$ cat src/rtl/svm_result_collector.sv
// Collects per-instance MAC decision values, adds the model bias with saturation,
// and holds the finished batch plus sign labels behind a valid/ready handshake.
module svm_result_collector #(
    parameter int ACCUM_SIZE = 64,
    parameter int NUM_FEAT   = 2,
    parameter int NUM_SV     = 3,
    parameter int NUM_INST   = 2,
    localparam int IW        = (NUM_INST > 1) ? $clog2(NUM_INST) : 1
) (
    input  logic                           clk,
    input  logic                           rst_n,
    input  logic                           start,
    input  logic                           abort,
    input  logic signed [ACCUM_SIZE-1:0]   bias,
    input  logic                           mac_valid,
    input  logic signed [ACCUM_SIZE-1:0]   mac_result,
    input  logic                           out_ready,
    output logic [NUM_INST*ACCUM_SIZE-1:0] results,
    output logic [NUM_INST-1:0]            labels,
    output logic                           res_valid,
    output logic                           busy,
    output logic [IW-1:0]                  inst_idx,
    output logic                           start_err
);

    localparam int FILL_BEATS = NUM_SV * NUM_FEAT;
    localparam int CW         = $clog2(FILL_BEATS + 1);
    localparam logic signed [ACCUM_SIZE-1:0] SAT_MAX = {1'b0, {(ACCUM_SIZE-1){1'b1}}};
    localparam logic signed [ACCUM_SIZE-1:0] SAT_MIN = {1'b1, {(ACCUM_SIZE-1){1'b0}}};

    typedef enum logic [1:0] {IDLE, FILL, STREAM, DONE} state_t;

    state_t                        state_q;
    logic [CW-1:0]                 cnt_q;
    logic [IW-1:0]                 idx_q;
    logic signed [ACCUM_SIZE-1:0]  bias_q;
    logic signed [ACCUM_SIZE-1:0]  results_q [NUM_INST];
    logic                          res_valid_q;
    logic                          busy_q;
    logic                          start_err_q;
    logic signed [ACCUM_SIZE-1:0]  capture_d;

    // One extra bit of headroom: overflow shows up as the top two bits disagreeing.
    function automatic logic signed [ACCUM_SIZE-1:0] sat_add(
        input logic signed [ACCUM_SIZE-1:0] a,
        input logic signed [ACCUM_SIZE-1:0] b
    );
        logic [ACCUM_SIZE:0] sum;
        sum = {a[ACCUM_SIZE-1], a} + {b[ACCUM_SIZE-1], b};
        if (sum[ACCUM_SIZE] != sum[ACCUM_SIZE-1])
            return sum[ACCUM_SIZE] ? SAT_MIN : SAT_MAX;
        return sum[ACCUM_SIZE-1:0];
    endfunction

    assign capture_d = sat_add(mac_result, bias_q);

    always_ff @(posedge clk or negedge rst_n) begin
        if (!rst_n) begin
            state_q     <= IDLE;
            cnt_q       <= '0;
            idx_q       <= '0;
            bias_q      <= '0;
            res_valid_q <= 1'b0;
            busy_q      <= 1'b0;
            start_err_q <= 1'b0;
            // NOTE: the result store is visible at the ports, so it is reset like any other state.
            for (int i = 0; i < NUM_INST; i++) results_q[i] <= '0;
        end else begin
            start_err_q <= 1'b0;
            if (abort) begin
                state_q     <= IDLE;
                cnt_q       <= '0;
                idx_q       <= '0;
                res_valid_q <= 1'b0;
                busy_q      <= 1'b0;
            end else begin
                case (state_q)
                    IDLE: begin
                        if (start) begin
                            bias_q  <= bias;
                            cnt_q   <= '0;
                            idx_q   <= '0;
                            busy_q  <= 1'b1;
                            state_q <= FILL;
                            for (int i = 0; i < NUM_INST; i++) results_q[i] <= '0;
                        end
                    end
                    FILL: begin
                        if (start) start_err_q <= 1'b1;
                        if (mac_valid) begin
                            if (cnt_q == CW'(FILL_BEATS - 1)) begin
                                results_q[0] <= capture_d;
                                cnt_q        <= '0;
                                if (NUM_INST == 1) begin
                                    res_valid_q <= 1'b1;
                                    busy_q      <= 1'b0;
                                    state_q     <= DONE;
                                end else begin
                                    idx_q   <= IW'(1);
                                    state_q <= STREAM;
                                end
                            end else begin
                                cnt_q <= cnt_q + 1'b1;
                            end
                        end
                    end
                    STREAM: begin
                        if (start) start_err_q <= 1'b1;
                        if (mac_valid) begin
                            if (cnt_q == CW'(NUM_SV - 1)) begin
                                cnt_q <= '0;
                                for (int i = 0; i < NUM_INST; i++)
                                    if (idx_q == IW'(i)) results_q[i] <= capture_d;
                                if (idx_q == IW'(NUM_INST - 1)) begin
                                    res_valid_q <= 1'b1;
                                    busy_q      <= 1'b0;
                                    state_q     <= DONE;
                                end else begin
                                    idx_q <= idx_q + 1'b1;
                                end
                            end else begin
                                cnt_q <= cnt_q + 1'b1;
                            end
                        end
                    end
                    DONE: begin
                        if (out_ready) begin
                            res_valid_q <= 1'b0;
                            if (start) begin
                                bias_q  <= bias;
                                cnt_q   <= '0;
                                idx_q   <= '0;
                                busy_q  <= 1'b1;
                                state_q <= FILL;
                                for (int i = 0; i < NUM_INST; i++) results_q[i] <= '0;
                            end else begin
                                state_q <= IDLE;
                            end
                        end else if (start) begin
                            start_err_q <= 1'b1;
                        end
                    end
                    default: state_q <= IDLE;
                endcase
            end
        end
    end

    for (genvar g = 0; g < NUM_INST; g++) begin : g_out
        assign results[g*ACCUM_SIZE +: ACCUM_SIZE] = results_q[g];
        assign labels[g] = ~results_q[g][ACCUM_SIZE-1];
    end

    assign res_valid = res_valid_q;
    assign busy      = busy_q;
    assign inst_idx  = idx_q;
    assign start_err = start_err_q;

endmodule

$ cat config.mk
export PLATFORM = sky130hd
export DESIGN_NAME = svm_result_collector
export DESIGN_NICKNAME = d
export VERILOG_FILES = /design/src/rtl/svm_result_collector.sv
export SDC_FILE = /design/constraint.sdc
export NUM_CORES = 1
export LEC_CHECK = 0
export BUFFER_PORTS_ARGS = -buffer_cell sky130_fd_sc_hd__clkbuf_2
export CORE_MARGIN = 4
export CORE_UTILIZATION = 50
export DETAILED_ROUTE_END_ITERATION = 12
export HOLD_SLACK_MARGIN = 0.12
export PLACE_DENSITY = 0.86
export SLEW_MARGIN = 20
export SYNTH_ARGS = -nofsm -noshare
export SYNTH_HDL_FRONTEND = slang
export SYNTH_SLANG_ARGS = --single-unit
export TNS_END_PERCENT = 5
$ cat constraint.sdc
create_clock -name clk -period 3.6 [get_ports clk]
set_input_delay 0.18 -clock clk [delete_from_list [all_inputs] [get_ports clk]]
set_output_delay 0.18 -clock clk [all_outputs]
set_load 0.01 [all_outputs]
Yosys cells after proc, flatten, opt, wreduce, memory -nomap -nowiden
Cells that the tools add are included.
- add/subtract/negate cells: 3
- equal/unequal tests: 20
- multiplexer cells: 61
- bitwise gates (word level): 3
- reduce and logical (&&, ||, !) cells: 14
- operators with widths (cell ; count):
    2-to-1 mux 64 bit ; 9
    2-to-1 mux 128 bit ; 4
    case mux 64 bit (4 select lines) ; 1
    case mux 64 bit (3 select lines) ; 1
    case mux 64 bit (2 select lines) ; 1
    adder 64 x 64 -> 65 bit ; 1
    2-to-1 mux 1 bit ; 24
    2-to-1 mux 3 bit ; 7
    inequality test 3 bit, second input constant ; 7
    2-to-1 mux 2 bit ; 8
    AND reduction 5 bit ; 3
    inequality test 2 bit, second input constant ; 7
    AND reduction 7 bit ; 2
    case mux 3 bit (4 select lines) ; 1
    case mux 2 bit (4 select lines) ; 1
    AND reduction 3 bit ; 2
    AND reduction 6 bit ; 1
    nonzero test 3 bit ; 2
    == test 2 bit, second input constant ; 2
    case mux 1 bit (2 select lines) ; 2
    case mux 1 bit (4 select lines) ; 1
    nonzero test 4 bit ; 1
    adder 3 x 1 -> 3 bit, second input constant ; 1
    == test 3 x 2 -> 1 bit, second input constant ; 1
    9 further kinds ; 11
- register bits after elaboration: 201

Depth between registers and ports, before layout
- depth in word-level cells: 8
- depth in mapped cells: 14

Worst setup path after synthesis
No wires, ideal clock.
- kind: register to register
- start point: reg bias_q[12]
- end point: reg results_q (netlist bit results[8])
- arrival time: 3.304 ns
- data required time: 3.479 ns
- setup slack: 0.175 ns
- cell stages (with the launch flop): 13
- path buffers: 1
- path through: dfrtp_1 -> ha_1 -> buf_2 -> nand4_1 -> or3_1 -> or3_4 -> a2111oi_4 -> o211a_1 -> o211ai_2 -> and3_4 -> mux2_2 -> or3b_1 -> a22o_1
- longest elaborated chain between the ends: 8
- RTL lines (what ; RTL line ; text):
    start: declaration ; 36 ; logic signed [ACCUM_SIZE-1:0] bias_q;
    start signal: assignment ; 80 ; bias_q <= bias;
    start signal: assignment ; 130 ; bias_q <= bias;
    adder 64 x 64 -> 65 bit (*) ; 49 ; sum = {a[ACCUM_SIZE-1], a} + {b[ACCUM_SIZE-1], b};
    2-to-1 mux 64 bit or inequality test 1 bit (tied branches) ; 51, 50 ;
    2-to-1 mux 64 bit or 2-to-1 mux 1 bit (tied branches) ; 50 ; if (sum[ACCUM_SIZE] != sum[ACCUM_SIZE-1])
    2-to-1 mux 64 bit (*) ; 52 ; return sum[ACCUM_SIZE-1:0];
    2-to-1 mux 64 bit ; 113 ; if (idx_q == IW'(i)) results_q[i] <= capture_d;
    2-to-1 mux 128 bit ; 110 ; if (cnt_q == CW'(NUM_SV - 1)) begin
    2-to-1 mux 128 bit ; 109 ; if (mac_valid) begin
    case mux 64 bit (4 select lines) (*) ; 77 ; case (state_q)
    end signal: indexed assignment ; 113 ;
    end: declaration ; 37 ; logic signed [ACCUM_SIZE-1:0] results_q [NUM_INST];
Every way passes the cells marked *; elsewhere a longest branch is shown, timed or not. The select of a mux whose other input is x is not followed.
A chain may end at the register's enable or synchronous reset.

Final worst setup path
- start point: reg bias_q[14]
- end point: reg results_q (netlist bit results[8])
The elaborated chain is that of the path after synthesis.

==> summary.md <==
| Metric | Value |
|---|---|
| Worst-path clk slew | `0.06 ns` |
| Final period util | `1.00` |
| Worst path top cell family by delay | `simple AND/OR/NAND/NOR gates` |
| DRC marker count from the first detailed-route iteration | `1317` |
| Maximum VDD drop | `0.582 mV` |
| Synth cell count leaders | `dfrtp_1 (201), nand2_1 (186), o21ai_0 (136)` |
| Setup CP Type | `reg -> reg` |
| Dominant cell by count in the synthesized netlist | `dfrtp_1` |
| Total congestion overflow | `0` |
| Maxcap violations | `0` |
| Synth area leader | `dfrtp_1` |
| TritonCTS clock tree | `yes` |
| Syn Nets | `1490` |
| Synthesized instance count | `1286` |
| Die H | `161 um` |
| Status | `complete, but fails checks` |
| Clock H-tree levels | `1` |
| Logic gate share of total power | `0.613` |
| Die area | `25900 um^2` |
| Clock Tree Buf Depth | `3` |
| Via count | `11790` |
| CP arrival | `4.01 ns` |
| EDFF count, synth | `0` |
| Clock Skews | `0.0130 ns` |
| Total GRT Usage | `0.284` |
| Fraction of layout cells with a size suffix above 1 | `0.301` |
| # setup viols final | `3` |
| Fillcell total | `1702` |
| Wire per inst | `20.6 um` |
| Ports | `268` |
| Crit path required time | `4.00 ns` |
| CTS root buf | `clkbuf_16` |
| Yosys reg bits | `201` |
| Share of power burned in registers | `0.241` |
| Clock sink count | `201` |
| P&R area growth vs syn | `33.4%` |
| Final hold violation count | `0` |
| Tightest Pin Transition | `0.940 ns` |
| Die X | `161 um` |
| Hold Crit Class | `in -> reg` |
| NumNets Final | `1854` |
| F_max | `277 MHz` |
| Initial antenna violation count | `0` |
| Sw Pwr | `7.24 mW` |
| Post-synth cell types | `63` |
| Register area share after synthesis | `0.430` |
| Final antenna-violating net count | `0` |
| Synth Warn # | `0` |
| Worst Setup Start Kind | `flop` |
| Total power | `15.3 mW` |
| Synth area leaders | `dfrtp_1 (43%), ha_1 (7.4%), mux2_2 (6.3%)` |
| Port Buf Inserts | `267` |
| Placer congestion estimate | `0.926` |
| Total power divided by cell area | `982 nW/um^2` |
| Post-synth ARST share | `1.00` |
| Pint | `8.10 mW` |
| Violated checks | `setup timing` |
| Buf/Inv on CP | `0` |
| Detailed-route wire length | `40.8 mm` |
| First-pass GRT wire length | `60.3 mm` |
| Diodes inserted | `0` |
| Vias in the first global route | `11511` |
| Synth Flop Type | `dfrtp_1` |
| Syn Area/Cell | `9.11 um^2` |
| Total CTS buffers | `22` |
| Final core occ | `0.684` |
| CP cell instances | `ha_4 > nand4_1 > or3_1 > or3_4 > a2111oi_4 > o211a_1 > o211ai_2 > and3_4 > mux2_4 > or3b_4 > a22o_1` |
| Slowest CP cell | `dfrtp_1` |
| Yosys top cell area share | `0.430` |
| Total iterations of the first detailed-routing run | `6` |
| Switching share of power | `0.472` |
| Mapped cell area | `11700 um^2` |
| Core area | `22800 um^2` |
| Dpl hpwl | `27.6 mm` |
| DRC violations left | `0` |
| Clk network pwr share | `0.146` |
| Crit path largest cell delay | `0.43 ns` |
| Pins Over Slew Limit | `0` |
| RSZ-0062 raised after global routing | `true` |
| DR vias/cell | `5.96` |
| Maximum number of pins on one net before global-route repair | `79` |
| Worst-path maximum fanout | `7` |
| Max-slew headroom | `0.373` |
| Final min period | `3.61 ns` |
| Cell row count | `55` |
| Crit end category | `flop` |
| Worst setup margin | `-0.00767 ns` |
| Clock latency on the worst-skew pair | `0.52 ns` |
| Pleak | `7.56 nW` |
| Starting density of the core | `0.513` |
## per-layer routing
metal	vias to the layer above	global-route usage	share of wire
met4	0	0.113	0.049
met1	5662	0.379	0.40
met2	668	0.465	0.47
li1	5314	-	-
met5	-	0	0
met3	146	0.0482	0.086
## sequential cells by signal, indices dropped and copies added, names as in the netlist
name / cells
results: 128
inst_idx: 1
res_valid: 1
state_q: 2
bias_q: 64
cnt_q: 3
busy: 1
start_err: 1
## power groups by stage
stage / clock [mW] / sequential, mW / combinational, mW
detailed placement: 0 / 3.68 / 8.39
floorplan: 0 / 3.76 / 5.34
global placement: 0 / 3.65 / 8.20
CTS: 2.25 / 3.65 / 8.54
finish: 2.24 / 3.70 / 9.41
global route: 2.34 / 3.79 / 10.2
## cells by family after synthesis
kind of cell | Yosys count | synth area share
xor+xnor | 58 | 0.0434
flops | 201 | 0.430
compound gates | 401 | 0.207
mux | 67 | 0.0642
simple gates | 393 | 0.147
fa+ha+maj | 70 | 0.0754
buf+inv | 96 | 0.0333
## layout make-up
type	count	area [um^2]	share of cell area
inverter	30	113	0.00721
tap	313	392	0.0251
timing repair buffer	406	2780	0.178
clock inverter	12	103	0.00657
sequential	201	5030	0.322
multi-input combinational	989	6590	0.422
clock buffer	28	613	0.0393
## metrics by stage
step	cells	hold WS [ns]	setup slack, ns	instance area, um^2	TNS [ns]
6_report	1979	0.197	-0.00767	15600	-0.0146
5_1_grt	1979	0.274	-0.0879	15600	-3.62
4_1_cts	1965	0.163	0.0338	15100	0
3_5_place_dp	1857	0.211	-0.0888	13700	-0.977
3_3_place_gp	1857	0.207	0.0483	13700	0
2_1_floorplan	1286	-0.116	0.175	11700	0
## repair_timing
item                       in CTS  in global routing
cloned                          0                 10
hold buffers                   68                  0
setup endpoints to repair     105                123
pin swaps                       2                 26
resized for setup               4                111
setup buffers                   0                  4
hold endpoints to repair      132                  0
## final timing paths
kind | start | end | cells after the start | slack [ns]
worst max register to register | bias_q[14]$_DFFE_PN0P_ | results[8]$_DFFE_PN0P_ | 11 | -0.008
worst min register to register | results[47]$_DFFE_PN0P_ | results[47]$_DFFE_PN0P_ | 2 | 0.49
worst min-delay path | mac_valid | cnt_q[1]$_DFFE_PN0P_ | 5 | 0.20
min in group asynchronous | rst_n | results[89]$_DFFE_PN0P_ | 2 | 0.21
worst max-delay path | bias_q[14]$_DFFE_PN0P_ | results[8]$_DFFE_PN0P_ | 11 | -0.008
max in group asynchronous | rst_n | cnt_q[2]$_DFFE_PN0P_ | 3 | 2.20
## cell usage in the layout (no fill, tap or decap), types with 10 or more instances in the layout
master	instances
a21o_1	21
a21oi_1	101
a22o_1	17
buf_4	54
clkbuf_16	29
clkbuf_2	266
dfrtp_1	201
dlygate4sd3_1	68
ha_1	60
inv_1	30
mux2_2	64
nand2_1	181
nand2b_1	15
nand3_1	15
nand4_1	22
nor2_1	94
nor3_1	19
o211ai_1	13
o21ai_0	79
o21ai_1	72
o21ai_2	10
o21bai_1	13
o31ai_1	11
xnor2_1	33
xor2_1	25
## worst min-delay path, cell delays in order
cell      delay (ns)
clkbuf_2        0.09
nor2b_1         0.15
a211oi_1        0.11
nand2_1         0.06
o21ai_0         0.07
No activity file was read; power rests on OpenSTA's default activity.
